`config.mk`:
```
export PLATFORM = sky130hd
export DESIGN_NAME = posit_normalize_pipe
export DESIGN_NICKNAME = d
export VERILOG_FILES = /design/src/rtl/posit_defines.sv /design/src/rtl/posit_round_rne.sv /design/src/rtl/posit_normalize_pipe.sv
export SDC_FILE = /design/constraint.sdc
export NUM_CORES = 1
export LEC_CHECK = 0
export ABC_AREA = 1
export BUFFER_PORTS_ARGS = -buffer_cell sky130_fd_sc_hd__buf_2
export CAP_MARGIN = 10
export CELL_PAD_IN_SITES_DETAIL_PLACEMENT = 1
export CELL_PAD_IN_SITES_GLOBAL_PLACEMENT = 1
export CORE_MARGIN = 8
export CORE_UTILIZATION = 41
export CTS_CLUSTER_DIAMETER = 50
export DETAILED_ROUTE_END_ITERATION = 6
export PLACE_DENSITY = 0.84
export SYNTH_ARGS = -nofsm -noshare
export SYNTH_HDL_FRONTEND = slang
export SYNTH_SLANG_ARGS = --single-unit
```
`constraint.sdc`:
```
create_clock -name clk -period 4.88 [get_ports clk]
set_input_delay 0 -clock clk [delete_from_list [all_inputs] [get_ports clk]]
set_output_delay 0 -clock clk [all_outputs]
set_load 0.03 [all_outputs]
```
`src/rtl/posit_defines.sv`:
```
// Shared posit sizing helpers and special-word constants for the POF encoders/decoders.
package posit_defines;

    localparam int unsigned MaxWordWidth = 64;
    typedef logic [MaxWordWidth-1:0] word_max_t;

    function automatic int unsigned get_scale_width(input int unsigned n, input int unsigned es);
        return int'($clog2(n)) + es + 1;
    endfunction

    function automatic int unsigned get_fraction_width(input int unsigned n, input int unsigned es);
        return n - es - 3;
    endfunction

    function automatic int unsigned get_maxscale(input int unsigned n, input int unsigned es);
        return (n - 2) << es;
    endfunction

    function automatic word_max_t nar_word(input int unsigned n);
        return word_max_t'(1) << (n - 1);
    endfunction

    function automatic word_max_t maxpos_word(input int unsigned n);
        return (word_max_t'(1) << (n - 1)) - word_max_t'(1);
    endfunction

    function automatic word_max_t minpos_word(input int unsigned n);
        return word_max_t'(n > 0);
    endfunction

endpackage

```
`src/rtl/posit_round_rne.sv`:
```
// Round-to-nearest-even on a truncated posit body, saturating at maxpos and never reaching zero.
module posit_round_rne
    import posit_defines::*;
#(
    parameter int unsigned POSIT_WIDTH = 32
) (
    input  logic [POSIT_WIDTH-2:0] body,
    input  logic                   guard,
    input  logic                   sticky,
    output logic [POSIT_WIDTH-2:0] rounded
);
    localparam int unsigned BodyWidth = POSIT_WIDTH - 1;
    localparam word_max_t MaxposFull = maxpos_word(POSIT_WIDTH);
    localparam word_max_t MinposFull = minpos_word(POSIT_WIDTH);
    localparam logic [BodyWidth-1:0] Maxpos = MaxposFull[BodyWidth-1:0];
    localparam logic [BodyWidth-1:0] Minpos = MinposFull[BodyWidth-1:0];

    logic                 round_up;
    logic [BodyWidth-1:0] sum;

    always_comb begin
        // A maxpos body must not carry into the sign bit.
        round_up = guard & (body[0] | sticky) & (body != Maxpos);
        sum      = body + BodyWidth'(round_up);
        rounded  = (sum == '0) ? Minpos : sum;
    end

endmodule

```
`src/rtl/posit_normalize_pipe.sv`:
```
// Three-stage pipelined posit encoder: clamp/decompose, regime assembly, round and sign.
module posit_normalize_pipe
    import posit_defines::*;
#(
    parameter int unsigned POSIT_WIDTH = 32,
    parameter int unsigned POSIT_ES    = 2,
    localparam int unsigned ScaleWidth = get_scale_width(POSIT_WIDTH, POSIT_ES),
    localparam int unsigned FracWidth  = get_fraction_width(POSIT_WIDTH, POSIT_ES)
) (
    input  logic                         clk,
    input  logic                         rst,
    input  logic                         s_valid_i,
    output logic                         s_ready_o,
    input  logic                         sign_i,
    input  logic                         NaR_i,
    input  logic                         zero_i,
    input  logic signed [ScaleWidth-1:0] scale_i,
    input  logic [FracWidth-1:0]         fraction_i,
    input  logic                         sticky_i,
    output logic                         m_valid_o,
    input  logic                         m_ready_i,
    output logic [POSIT_WIDTH-1:0]       posit_word_o
);
    localparam int unsigned N          = POSIT_WIDTH;
    localparam int unsigned ES         = POSIT_ES;
    localparam int unsigned TailWidth  = ES + FracWidth;
    localparam int unsigned ExtWidth   = N + TailWidth;
    localparam int unsigned ShiftWidth = $clog2(N);
    localparam int unsigned MaxScaleU  = get_maxscale(N, ES);
    localparam logic signed [ScaleWidth-1:0] MaxScale = ScaleWidth'(MaxScaleU);
    localparam logic signed [ScaleWidth-1:0] MinScale = -MaxScale;
    localparam word_max_t NarFull = nar_word(N);
    localparam logic [N-1:0] NarWord = NarFull[N-1:0];

    logic v1_q, v2_q, v3_q;
    logic load1, load2, load3;

    always_comb begin
        load3 = ~v3_q | m_ready_i;
        load2 = ~v2_q | load3;
        load1 = ~v1_q | load2;
    end

    assign s_ready_o = load1;

    // S1: clamp the scale and split it into regime run length and exponent bits.
    logic signed [ScaleWidth-1:0] scale_clamped, k_c;
    logic [ScaleWidth-1:0]        k_mag;
    logic [TailWidth-1:0]         tail_c;

    always_comb begin
        if (scale_i > MaxScale) begin
            scale_clamped = MaxScale;
        end else if (scale_i < MinScale) begin
            scale_clamped = MinScale;
        end else begin
            scale_clamped = scale_i;
        end
        k_c   = scale_clamped >>> ES;
        // Regime length minus two: k for k >= 0, -k-1 (= ~k) for k < 0.
        k_mag = k_c[ScaleWidth-1] ? ~k_c : k_c;
    end

    if (ES > 0) begin : g_exp
        assign tail_c = {scale_clamped[ES-1:0], fraction_i};
    end else begin : g_noexp
        assign tail_c = fraction_i;
    end

    logic                  sign1_q, nar1_q, zero1_q, kneg1_q, sticky1_q;
    logic [ShiftWidth-1:0] shift1_q;
    logic [TailWidth-1:0]  tail1_q;

    always_ff @(posedge clk) begin
        if (rst) begin
            v1_q <= 1'b0;
        end else if (load1) begin
            v1_q <= s_valid_i;
        end
    end

    always_ff @(posedge clk) begin
        if (load1 && s_valid_i) begin
            sign1_q   <= sign_i;
            nar1_q    <= NaR_i;
            zero1_q   <= zero_i & ~NaR_i;
            kneg1_q   <= k_c[ScaleWidth-1];
            shift1_q  <= k_mag[ShiftWidth-1:0];
            tail1_q   <= tail_c;
            sticky1_q <= sticky_i;
        end
    end

    // S2: seed "10"/"01" above the tail and sign-extend it to grow the regime run.
    logic [ExtWidth-1:0] ext_c;
    logic [N-2:0]        body_c;
    logic                guard_c, sticky_c;

    always_comb begin
        ext_c    = $unsigned($signed({~kneg1_q, kneg1_q, tail1_q, {(N - 2){1'b0}}}) >>> shift1_q);
        body_c   = ext_c[ExtWidth-1 -: N-1];
        guard_c  = ext_c[TailWidth];
        sticky_c = (|ext_c[TailWidth-1:0]) | sticky1_q;
    end

    logic         sign2_q, nar2_q, zero2_q, guard2_q, sticky2_q;
    logic [N-2:0] body2_q;

    always_ff @(posedge clk) begin
        if (rst) begin
            v2_q <= 1'b0;
        end else if (load2) begin
            v2_q <= v1_q;
        end
    end

    always_ff @(posedge clk) begin
        if (load2 && v1_q) begin
            sign2_q   <= sign1_q;
            nar2_q    <= nar1_q;
            zero2_q   <= zero1_q;
            body2_q   <= body_c;
            guard2_q  <= guard_c;
            sticky2_q <= sticky_c;
        end
    end

    // S3: round, apply sign, substitute specials.
    logic [N-2:0] rounded_c;
    logic [N-1:0] mag_c, word_c, word_q;

    posit_round_rne #(
        .POSIT_WIDTH(N)
    ) u_round (
        .body   (body2_q),
        .guard  (guard2_q),
        .sticky (sticky2_q),
        .rounded(rounded_c)
    );

    always_comb begin
        mag_c = {1'b0, rounded_c};
        if (nar2_q) begin
            word_c = NarWord;
        end else if (zero2_q) begin
            word_c = '0;
        end else if (sign2_q) begin
            word_c = '0 - mag_c;
        end else begin
            word_c = mag_c;
        end
    end

    always_ff @(posedge clk) begin
        if (rst) begin
            v3_q   <= 1'b0;
            word_q <= '0;
        end else if (load3) begin
            v3_q <= v2_q;
            if (v2_q) begin
                word_q <= word_c;
            end
        end
    end

    assign m_valid_o    = v3_q;
    assign posit_word_o = word_q;

endmodule

```
==> reports/results.ini <==
[global_route]
grt_pass1_vias=7672
grt_max_degree=40
grt_use_total=0.217
antenna_found_initial=0
grt_pass1_wl_mm=38.8
grt-ovfl-total=0

[yosys]
synth_fp_nets=1100
synth_top_flop_cell=edfxtp_1
seq_area_frac_synth=0.397
yosysWarnings=0
synth_top_area_cell=edfxtp_1
synthArstFlopShare=0
synth_area_um2=7430
syn-instance-count=1053
synth_cell_type_count=46
syn_area_per_cell_um2=7.06
synth_edf_count=75
ys_top_cells_by_area=edfxtp_1 (30%), nand2_1 (18%), dfxtp_1 (9.4%), o21ai_0 (7.4%), nand3_1 (5.2%)
synth_top_cell_area_share=0.303
synth-seq-cells=110

[clock_tree]
cts.sinks=110
clk_path_buf_depth=2
clk_latency_ns=0.36
cts_htree_levels=3
root_buffer=clkbuf_16
post_cts_buffers=0
cts_tree=yes
cts_buffers=9
clkTransAtPathRegs_ns=0.08

[layout]
diodes=0
drive_gt1_frac=0.123
layout_common_cells=nand2_1 (349), o21ai_0 (110), inv_1 (87)
nets=1184
mostFrequentLayoutCell=nand2_1
syn_to_final_growth_pct=15.8

[worst_setup_path]
critPathMaxFanout=5
startpoint=body2_q[13]
reg2reg_from=body2_q[13]
path_class=reg2reg
timing.rr.end=posit_word_o[12]
crit_path_frequent_cell=nand2_1
start_kind=register
ff2ff_setup_slack_ns=0.36
worst_ep_arrival_time_ns=4.81
worstPathRequired_ns=5.17
slowest_delay_ns=0.47
reg2regPathDepth=27
worst_setup_path_end_kind=register
slowest_stage=edfxtp_1

[route]
dr.pass1.iters=4
vias=7416
wl_per_cell_um=17.6
detail-route-antenna-nets=0
routed_via_density=5.41
drtIter0Drc=405
drc=0
wl_mm=24.1

[placement]
dp_hpwl_mm=18.4
routabilityCongestion=0.924
numPortBuffers=76

[flow_run]
drv_cap=0

[hold_path]
hold_path_end=shift1_q[0]
hp-start=scale_i[2]
min_path_cells=3
hp-class=in2reg

[floorplan]
coreArea_um2=17900
die_h_um=151
rows=49
initial_core_util=0.415
die_w_um=151
ios=77
die_area_um2=22700

[timing]
skew_ns=0.00887
setup_violations=0
finalCritPeriodShare=0.926
hold_viol=0
hold_ws_ns=0.0193
tns_ns=0
slew_viol_final=0
finalCriticalPeriod_ns=4.52
worst_pin_slew_ns=1.13
relSlewSlack=0.250
grt_setup_unrepaired=false
fmax_mhz=221

[power]
ir_drop_mv=0.181
power_density_nw_per_um2=286
p_leak_nw=3.74

[outcome]
status=finished clean

-- worst max-delay path: cells and delay by family, from the launching register on --
kind | cells | cell delay [ns]
adder cells (fa/ha/maj) | 3 | 0.60
AND/OR/NAND/NOR | 15 | 2.10
flip-flops | 1 | 0.47
AO/OA/AOI/OAI | 5 | 0.98
buffers and inverters | 4 | 0.28
-- per-layer routing --
metal,share of wire,wire [um],GRT usage
met2,0.50,12100,0.387
met5,0,0,0
met3,0.043,1040,0.0355
met4,0.033,798,0.0940
met1,0.42,10100,0.250
-- area by class of cell --
class	instances	area, um^2
flip-flops and latches	110	2950
fillers	2334	9300
clock buffers	9	225
repair buffers	115	758
well taps	229	287
inverters	95	359
clock inverters	7	62.6
multi-input cells	806	3960
-- how the worst max path moves through the flow --
stage                     depth (start not counted)               end
after floorplan                                  30  posit_word_o[18]
after global placement                           30  posit_word_o[24]
after detailed placement                         29  posit_word_o[20]
after CTS                                        27  posit_word_o[12]
after global routing                             28  posit_word_o[28]
final                                            27  posit_word_o[12]
-- metrics by stage --
step / setup WS (ns) / power, W / instances / area (um^2) / utilization
after floorplan: 1.32 / 0.00153 / 1053 / 7430 / -
after global placement: 0.670 / 0.00169 / 1321 / 7970 / 0.445
after detailed placement: 0.474 / 0.00171 / 1321 / 7970 / 0.445
after CTS: 0.411 / 0.00247 / 1371 / 8600 / 0.481
after global routing: 0.00575 / 0.00258 / 1371 / 8600 / 0.481
final: 0.359 / 0.00246 / 1371 / 8600 / 0.481
-- power by group --
| part | switching (W) | internal, W | total (W) |
|---|---|---|---|
| logic | 0.000394 | 0.000191 | 0.000585 |
| registers | 0.0000727 | 0.00107 | 0.00114 |
| clock network | 0.000376 | 0.000360 | 0.000737 |
-- sequential cells by signal, indices dropped and copies added (netlist names), 5 cells and up --
signal	flops
shift1_q	5
body2_q	31
tail1_q	29
posit_word_o	32
-- cells by family after synthesis --
family / synth area share
adders and majority gates: 0.00674
xor gates and xnor gates: 0.0138
and+or+nand+nor: 0.348
muxes: 0.0296
AOI/OAI and AO/OA: 0.134
DFF: 0.397
buffers and inverters: 0.0700
-- synthesized netlist by cell type (5+ instances only) --
cell type,instances
nor2_1,83
mux2i_1,22
a31oi_1,5
nor2_4,5
o21bai_1,6
nor2_2,8
xnor2_1,5
nand3b_1,12
a21oi_1,52
buf_1,5
clkbuf_1,34
inv_1,87
edfxtp_1,75
dfxtp_1,35
nor4_1,5
o21ai_0,110
nand4_1,13
nand3_1,77
nand2_1,349
nor3_1,9
nand2_2,5
-- timing repair --
| item | in CTS | in global routing |
|---|---|---|
| endpoints found under the setup margin | 0 | 4 |
| hold buffers | 34 | 0 |
| resized for setup | 0 | 1 |
| hold endpoints to repair | 34 | 0 |
Power figures use the tool's default switching activity.
